===== config.mk =====
export PLATFORM = sky130hd
export DESIGN_NAME = fir_acc_out_flat
export DESIGN_NICKNAME = d
export VERILOG_FILES = /design/src/rtl/fir_acc_out_if.sv /design/src/rtl/fir_acc_out.sv /design/src/flat_wrapper.sv
export SDC_FILE = /design/constraint.sdc
export NUM_CORES = 1
export LEC_CHECK = 0
export ABC_AREA = 1
export ABC_CLOCK_PERIOD_IN_PS = 2300
export CAP_MARGIN = 15
export CORE_MARGIN = 1
export CORE_UTILIZATION = 43
export CTS_CLUSTER_SIZE = 10
export DETAILED_ROUTE_END_ITERATION = 10
export PLACE_DENSITY = 0.78
export SLEW_MARGIN = 10
export SYNTH_ARGS = -nofsm -noshare
export SYNTH_HDL_FRONTEND = slang
export SYNTH_SLANG_ARGS = --single-unit
export TNS_END_PERCENT = 1

===== constraint.sdc =====
create_clock -name clk -period 2.3 [get_ports clk]
set_clock_uncertainty 0.15 [all_clocks]
set_input_delay 0.69 -clock clk [delete_from_list [all_inputs] [get_ports clk]]
set_output_delay 0.69 -clock clk [all_outputs]
set_load 0.03 [all_outputs]

===== src/rtl/fir_acc_out_if.sv =====
// -----------------------------------------------------------------------------
// fir_acc_out_if
//   Output sample stream of the FIR accumulator stage.
//   Handshake: a sample transfers on a rising clk edge where out_valid and
//   out_ready are both high. While out_valid is high the producer holds y_out
//   and sat_flag stable; out_valid never depends combinationally on out_ready.
//   Signals:
//     y_out     16-bit saturated sample, two's complement (producer -> consumer)
//     sat_flag  sample was clipped                        (producer -> consumer)
//     out_valid sample available                          (producer -> consumer)
//     out_ready consumer accepts the sample               (consumer -> producer)
// -----------------------------------------------------------------------------
interface fir_acc_out_if;
    logic [15:0] y_out;
    logic        sat_flag;
    logic        out_valid;
    logic        out_ready;

    modport master (
        output y_out,
        output sat_flag,
        output out_valid,
        input  out_ready
    );

    modport slave (
        input  y_out,
        input  sat_flag,
        input  out_valid,
        output out_ready
    );
endinterface


===== src/rtl/fir_acc_out.sv =====
// -----------------------------------------------------------------------------
// fir_acc_out
//   Accumulator register and output stage of the FIR datapath. Each tap strobe
//   in ACC latches the tap adder's result into the accumulator (fed back to the
//   adder as Acc_out). After TAPS taps the final sum is saturated to 16 bits and
//   offered on the output handshake.
//   Ports:
//     clk         clock, rising edge
//     rst_n       synchronous active-low reset
//     start       begin a new sample (honoured in IDLE, or at the OUT handshake)
//     add_en      tap strobe, suma_wynik valid this cycle
//     suma_wynik  adder output, WIDTH-bit two's complement
//     Acc_out     accumulator register, fed back to the adder
//     tap_cnt     taps accumulated for the current sample
//     busy        high in ACC and OUT
//     fsm_state   current FSM state (0 IDLE, 1 ACC, 2 OUT) for observation
//     ob          output sample handshake (master side)
// -----------------------------------------------------------------------------
module fir_acc_out #(
    parameter  int WIDTH = 21,
    parameter  int TAPS  = 16,
    localparam int CW    = $clog2(TAPS + 1)
) (
    input  logic             clk,
    input  logic             rst_n,
    input  logic             start,
    input  logic             add_en,
    input  logic [WIDTH-1:0] suma_wynik,
    output logic [WIDTH-1:0] Acc_out,
    output logic [CW-1:0]    tap_cnt,
    output logic             busy,
    output logic [1:0]       fsm_state,
    fir_acc_out_if.master    ob
);

    typedef enum logic [1:0] {
        IDLE = 2'd0,
        ACC  = 2'd1,
        OUT  = 2'd2
    } state_t;

    localparam logic [CW-1:0]           LAST_TAP = CW'(TAPS - 1);
    localparam logic signed [WIDTH-1:0] SAT_MAX  = WIDTH'(32767);
    localparam logic signed [WIDTH-1:0] SAT_MIN  = WIDTH'(-32768);

    state_t state, state_nx;

    // FSM-generated datapath strobes
    logic clr_acc;    // zero accumulator and tap counter
    logic take_tap;   // latch suma_wynik, count the tap
    logic last_tap;   // this tap completes the sample: register output

    // Saturation of the incoming adder value; only used on the last tap
    logic [15:0] sat_y;
    logic        sat_c;

    // ---------------------------------------------------------------- FSM reg
    always_ff @(posedge clk) begin
        if (!rst_n) begin
            state <= IDLE;
        end else begin
            state <= state_nx;
        end
    end

    // ------------------------------------------------- FSM next state/strobes
    always_comb begin
        state_nx = state;
        clr_acc  = 1'b0;
        take_tap = 1'b0;
        last_tap = 1'b0;
        case (state)
            IDLE: begin
                if (start) begin
                    clr_acc  = 1'b1;
                    state_nx = ACC;
                end
            end
            ACC: begin
                // start is deliberately ignored: a sample in progress is never restarted
                if (add_en) begin
                    take_tap = 1'b1;
                    if (tap_cnt == LAST_TAP) begin
                        last_tap = 1'b1;
                        state_nx = OUT;
                    end
                end
            end
            OUT: begin
                // Handshake; a concurrent start chains straight into the next sample
                if (ob.out_ready) begin
                    clr_acc  = 1'b1;
                    state_nx = start ? ACC : IDLE;
                end
            end
            default: begin
                state_nx = IDLE;
            end
        endcase
    end

    // ------------------------------------------------------------ saturation
    always_comb begin
        sat_y = suma_wynik[15:0];
        sat_c = 1'b0;
        if ($signed(suma_wynik) > SAT_MAX) begin
            sat_y = 16'h7FFF;
            sat_c = 1'b1;
        end else if ($signed(suma_wynik) < SAT_MIN) begin
            sat_y = 16'h8000;
            sat_c = 1'b1;
        end
    end

    // -------------------------------------------------------------- datapath
    always_ff @(posedge clk) begin
        if (!rst_n) begin
            Acc_out     <= '0;
            tap_cnt     <= '0;
            ob.y_out    <= '0;
            ob.sat_flag <= 1'b0;
        end else begin
            if (clr_acc) begin
                Acc_out <= '0;
                tap_cnt <= '0;
            end else if (take_tap) begin
                Acc_out <= suma_wynik;
                tap_cnt <= tap_cnt + CW'(1);
            end
            if (last_tap) begin
                ob.y_out    <= sat_y;
                ob.sat_flag <= sat_c;
            end
        end
    end

    // Outputs decoded from registered state only
    assign ob.out_valid = (state == OUT);
    assign busy         = (state != IDLE);
    assign fsm_state    = state;

endmodule


===== src/flat_wrapper.sv =====
// flat-port wrapper written by rule: the top's interface ports become plain ports
module fir_acc_out_flat 
#(
    parameter  int WIDTH = 21,
    parameter  int TAPS  = 16,
    localparam int CW    = $clog2(TAPS + 1)
)
  (clk, rst_n, start, add_en, suma_wynik, Acc_out, tap_cnt, busy, fsm_state, ob_y_out, ob_sat_flag, ob_out_valid, ob_out_ready);
  fir_acc_out_if ob_i ();
  input  logic clk;
  input  logic rst_n;
  input  logic start;
  input  logic add_en;
  input  logic [WIDTH-1:0] suma_wynik;
  output logic [WIDTH-1:0] Acc_out;
  output logic [CW-1:0] tap_cnt;
  output logic busy;
  output logic [1:0] fsm_state;
  output wire logic [$bits(ob_i.y_out)-1:0] ob_y_out;
  output wire logic [$bits(ob_i.sat_flag)-1:0] ob_sat_flag;
  output wire logic [$bits(ob_i.out_valid)-1:0] ob_out_valid;
  input wire logic [$bits(ob_i.out_ready)-1:0] ob_out_ready;
  assign ob_y_out = ob_i.y_out;
  assign ob_sat_flag = ob_i.sat_flag;
  assign ob_out_valid = ob_i.out_valid;
  assign ob_i.out_ready = ob_out_ready;
  fir_acc_out #(.WIDTH(WIDTH), .TAPS(TAPS)) u_core (.clk(clk), .rst_n(rst_n), .start(start), .add_en(add_en), .suma_wynik(suma_wynik), .Acc_out(Acc_out), .tap_cnt(tap_cnt), .busy(busy), .fsm_state(fsm_state), .ob(ob_i));
endmodule

== Yosys cells after proc, flatten, opt, wreduce, memory -nomap -nowiden ==
Index checks and enable logic that the tools add are counted.
Storage, ports and cells
  memories: 0
  logic and storage cells: 38
  RAM bits: 0
  flip-flop bits (word level): 45
  output and inout port bits: 47
  ROM bits: 0
  latch bits: 0
  input port bits: 26
Cells by class
  reduce and logical (&&, ||, !) cells: 4
  add/sub/neg operators: 1
  equality and inequality tests: 7
  divide/modulo/power cells: 0
  mux-type cells: 18
  $lt $le $gt $ge: 2
  shift operators: 0
  multipliers: 0
  bitwise logic cells: 1
Operators by type and width (number)
  $mux 16: 2
  $gt 21x16->1 const B: 1
  $lt 21x16->1 const B: 1
  $mux 1: 10
  $mux 2: 4
  $pmux 2 s3: 1
  $add 5x1->5 const B: 1
  $eq 5x4->1 const B: 1
  $ne 2x1->1 const B: 2
  $ne 2x2->1 const B: 2
  $reduce_and 4->1: 1
  $eq 2x1->1 const B: 1
  $eq 2x2->1 const B: 1
  $logic_not 2->1: 1
  $pmux 1 s2: 1
  $reduce_bool 2->1: 1
  $reduce_or 2->1: 1
  $not 1->1: 1

== Depth between registers and ports, before layout ==
Gate-level depths: netlist (run 1).
  depth in word-level cells: 4
  depth in mapped cells: 11
  mapped depth without buffers: 10

== Worst setup path before layout (run 1) ==
OpenSTA, ideal clock, no wires.
  path type: register to register
  start: reg u_core.tap_cnt[0]
  end: reg u_core.ob.y_out[10]
  setup slack: 0.265 ns
  stages on the path, launching flop included: 11
  period minus slack after synthesis: 2.035 ns
  arrival: 1.753 ns
  path buffers: 1
  library setup time: 0.132 ns
  cell sequence: dfxtp_1 -> ha_1 -> inv_1 -> nor3_1 -> ha_1 -> nand2_1 -> nor3_4 -> nand2_1 -> clkbuf_1 -> nand2_1 -> a21oi_1
On the way
  cells in the longest elaborated chain, start to end: 4
RTL lines
  start, declared: line fir_acc_out.sv:30  | output logic [CW-1:0] tap_cnt,
  start signal, assigned: line fir_acc_out.sv:128  | tap_cnt <= tap_cnt + CW'(1);
  $eq 5x4->1: line fir_acc_out.sv:83  | if (tap_cnt == LAST_TAP) begin
  $mux 1: line fir_acc_out.sv:83
  $mux 1: line fir_acc_out.sv:81  | if (add_en) begin
  $mux 1: line fir_acc_out.sv:72  | case (state)
  end signal, assigned: line fir_acc_out.sv:131  | ob.y_out <= sat_y;
  end, declared: line fir_acc_out_if.sv:20  | output y_out,
No other way between the ends.
A chain may end at the register's enable or synchronous reset.

== Worst setup path in the final report (run 1) ==
  start: reg u_core.tap_cnt[0]
  end: out tap_cnt[0]
RTL lines
  end, declared: line flat_wrapper.sv:16  | output logic [CW-1:0] tap_cnt;
No word-level cell between the ends.

==> qor.csv, run 1 <==
stage;metric;value;unit
placement;placedCellCount;377;
logic_synthesis;ys_seq_area_share;47.8;%
clock_network;cts_buffers;5;
drt;wl_per_cell;13.6;um
die;core_area;4120;um2
critical_path;path_cells;clkdlybuf4s50_1;
timing;setup_violations;0;
timing;worst_hold_slack;0.312;ns
critical_path;crit_path_top_delay_cell;clkdlybuf4s50_1;
clock_network;clock_path_buffers;2;
placement;routabilityCongestion;0.813;
logic_synthesis;postSynthAreaPerCell;7.33;um2
die;start_util;45.8;%
timing;timing.fmax;449;MHz
timing;layout_setup_ws;0.0727;ns
logic_synthesis;ys_seq_elements;45;
final_layout;layout.nets;362;
critical_path;reg2reg_depth;10;
critical_path;critPathCaptureType;output pin;
drt;vias_per_cell;5.12;
final_layout;synthToLayoutAreaGrowth;47.6;%
placement;dp_slack;0.0357;ns
timing;fin_crit;2.23;ns
critical_path;crit_family;buffers and inverters;
drt;drc_errors;0;
critical_path;setup.worst_path.start_class;register;
global_routing;grt_pass1_vias;1792;
timing;hold_viol;0;
timing;slew_viol_final;0;
timing;setup_tns;0;ns
final_layout;nFillCells;374;
clock_network;root_buffer;clkbuf_8;
drt;final_antenna_net_count;0;
logic_synthesis;synth_area;1880;um2
clock_network;post_cts_buffers;0;
critical_path;cp.buffers_inverters;1;
clock_network;holdBufCountCts;0;
die;fp.dieW;68.2;um
die;rows;23;
timing;worstMarginPinSlew;0.505;ns
final_layout;num_antenna_cells;0;
clock_network;insertion_delay;0.30;ns
critical_path;path_max_fanout;5;
timing;fin_crit_sh;96.8;%
critical_path;required;1.46;ns
global_routing;antenna_found_initial;0;
critical_path;arrival;1.39;ns
logic_synthesis;syn_nets;285;
clock_network;clock_sinks;45;
clock_network;clk_pin_slew_worst_paths;0.08;ns
power_and_ir_drop;power;1.49;mW
drt;drt-total-wl;5.23;mm
global_routing;grt_pass1_wl;8.20;mm
power_and_ir_drop;p_per_area;535;nW/um2
critical_path;crit_type;reg -> out;
drt;first_pass_iters;4;
timing;rsz0062_at_grt;no;
logic_synthesis;yosysWarnings;0;
hold_path;min_path_cells;2;
placement;hpwlAfterDp;3.71;mm
run_status;outcome;completed;
global_routing;grt_usage;24.2;%
final_layout;layout_commonest_cell;clkdlybuf4s50_1;
power_and_ir_drop;leakage;1.08;nW
critical_path;slowest_delay;0.69;ns
logic_synthesis;synth_cells;257;
final_layout;drive_gt1_share;7.19;%
die;pin_count;73;
logic_synthesis;ys_types;19;
hold_path;hold_path_class;reg -> reg;
drt;drt_iter0_drc;153;
global_routing;grt_max_degree;24;
clock_network;cts_tree;yes;
critical_path;path_depth;1;
placement;io_buffers;72;
die;dieHeight;68.2;um
clock_network;htreeDepth;2;
final_layout;final_cells;384;
timing;timing.slew.headroom;66.3;%
power_and_ir_drop;vdd_drop_max;392;uV
drt;num_vias;1967;
final_layout;most-common-layout-cells;69 x clkdlybuf4s50_1, 63 x nand2_1, 45 x dfxtp_1;
die;fp.dieArea;4650;um2
global_routing;overflow;0;
flow_run;cap_viol_max_count;0;
[through the flow]
step	util, %	instance area [um2]
finish	67.5	2780
global route	67.5	2780
CTS	67.5	2780
detailed placement	65.5	2700
global placement	65.5	2700
floorplan	-	1880
[cell families (layout without fill, tap and decap cells)]
| group | Yosys count | in the layout | synth area share, % |
|---|---|---|---|
| buf+inv | 43 | 120 | 9.83 |
| fa+ha+maj | 2 | 2 | 1.33 |
| simple gates | 120 | 120 | 27.8 |
| compound gates | 47 | 47 | 13.2 |
| flops | 45 | 45 | 47.8 |
[layout make-up]
type	instances	area, um2	share of cell area, %
clock buffers	7	86.3	3.11
multi-input cells	169	797	28.7
inverters	28	105	3.78
repair buffers	85	827	29.8
flip-flops and latches	45	901	32.4
well taps	50	62.6	2.25
[path summary, 6_finish.rpt]
| path | slack, ns | start | endpoint |
|---|---|---|---|
| max reg2reg | 0.33 | u_core.tap_cnt[0] | u_core.ob.y_out[1] |
| min | 0.31 | u_core.Acc_out[7] | u_core.Acc_out[7] |
| min reg2reg | 0.31 | u_core.Acc_out[7] | u_core.Acc_out[7] |
| max | 0.07 | u_core.tap_cnt[0] | tap_cnt[0] |
[Yosys cell counts (all sizes together)]
cell type   n  area share (%)
nand2      63              13
dfxtp      45              48
a22oi       1            0.40
clkbuf      6             1.2
o21ai       6             1.8
buf         9             3.1
o211ai      1            0.66
a21oi      39              10
nor3        6             2.2
nand3      39              10
nor2       11             2.3
or2         1            0.33
ha          2             1.3
inv        28             5.6
[where the power goes]
part           total (mW)  internal, mW  switching, mW
sequential          0.796         0.789        0.00630
clock               0.493         0.239          0.255
combinational       0.199        0.0884          0.110
[sequential cells by signal, summed over array words and instances, names as in the netlist]
register / flops
u_core.ob.sat_flag: 1
u_core.tap_cnt: 5
u_core.ob.y_out: 16
u_core.Acc_out: 21
u_core.fsm_state: 2
[per-layer routing]
| metal | GRT usage, % | part of all wire [%] |
|---|---|---|
| met4 | 11.2 | 1.3 |
| met5 | 0 | 0 |
| met3 | 4.00 | 6.2 |
| met2 | 39.8 | 48 |
| met1 | 30.6 | 44 |
[timing repair]
action	in CTS	in global routing
resized for setup	3	0
endpoints found under the hold margin	0	0
setup endpoints to repair	3	0
(Power assumes the default switching activity.)
==> run 2: changes to the inputs <==
GPL_ROUTABILITY_DRIVEN = 0   (was unset)
==> results of run 2 <==
Same layout as run 1: the final DEF is identical, and so are final timing and power.
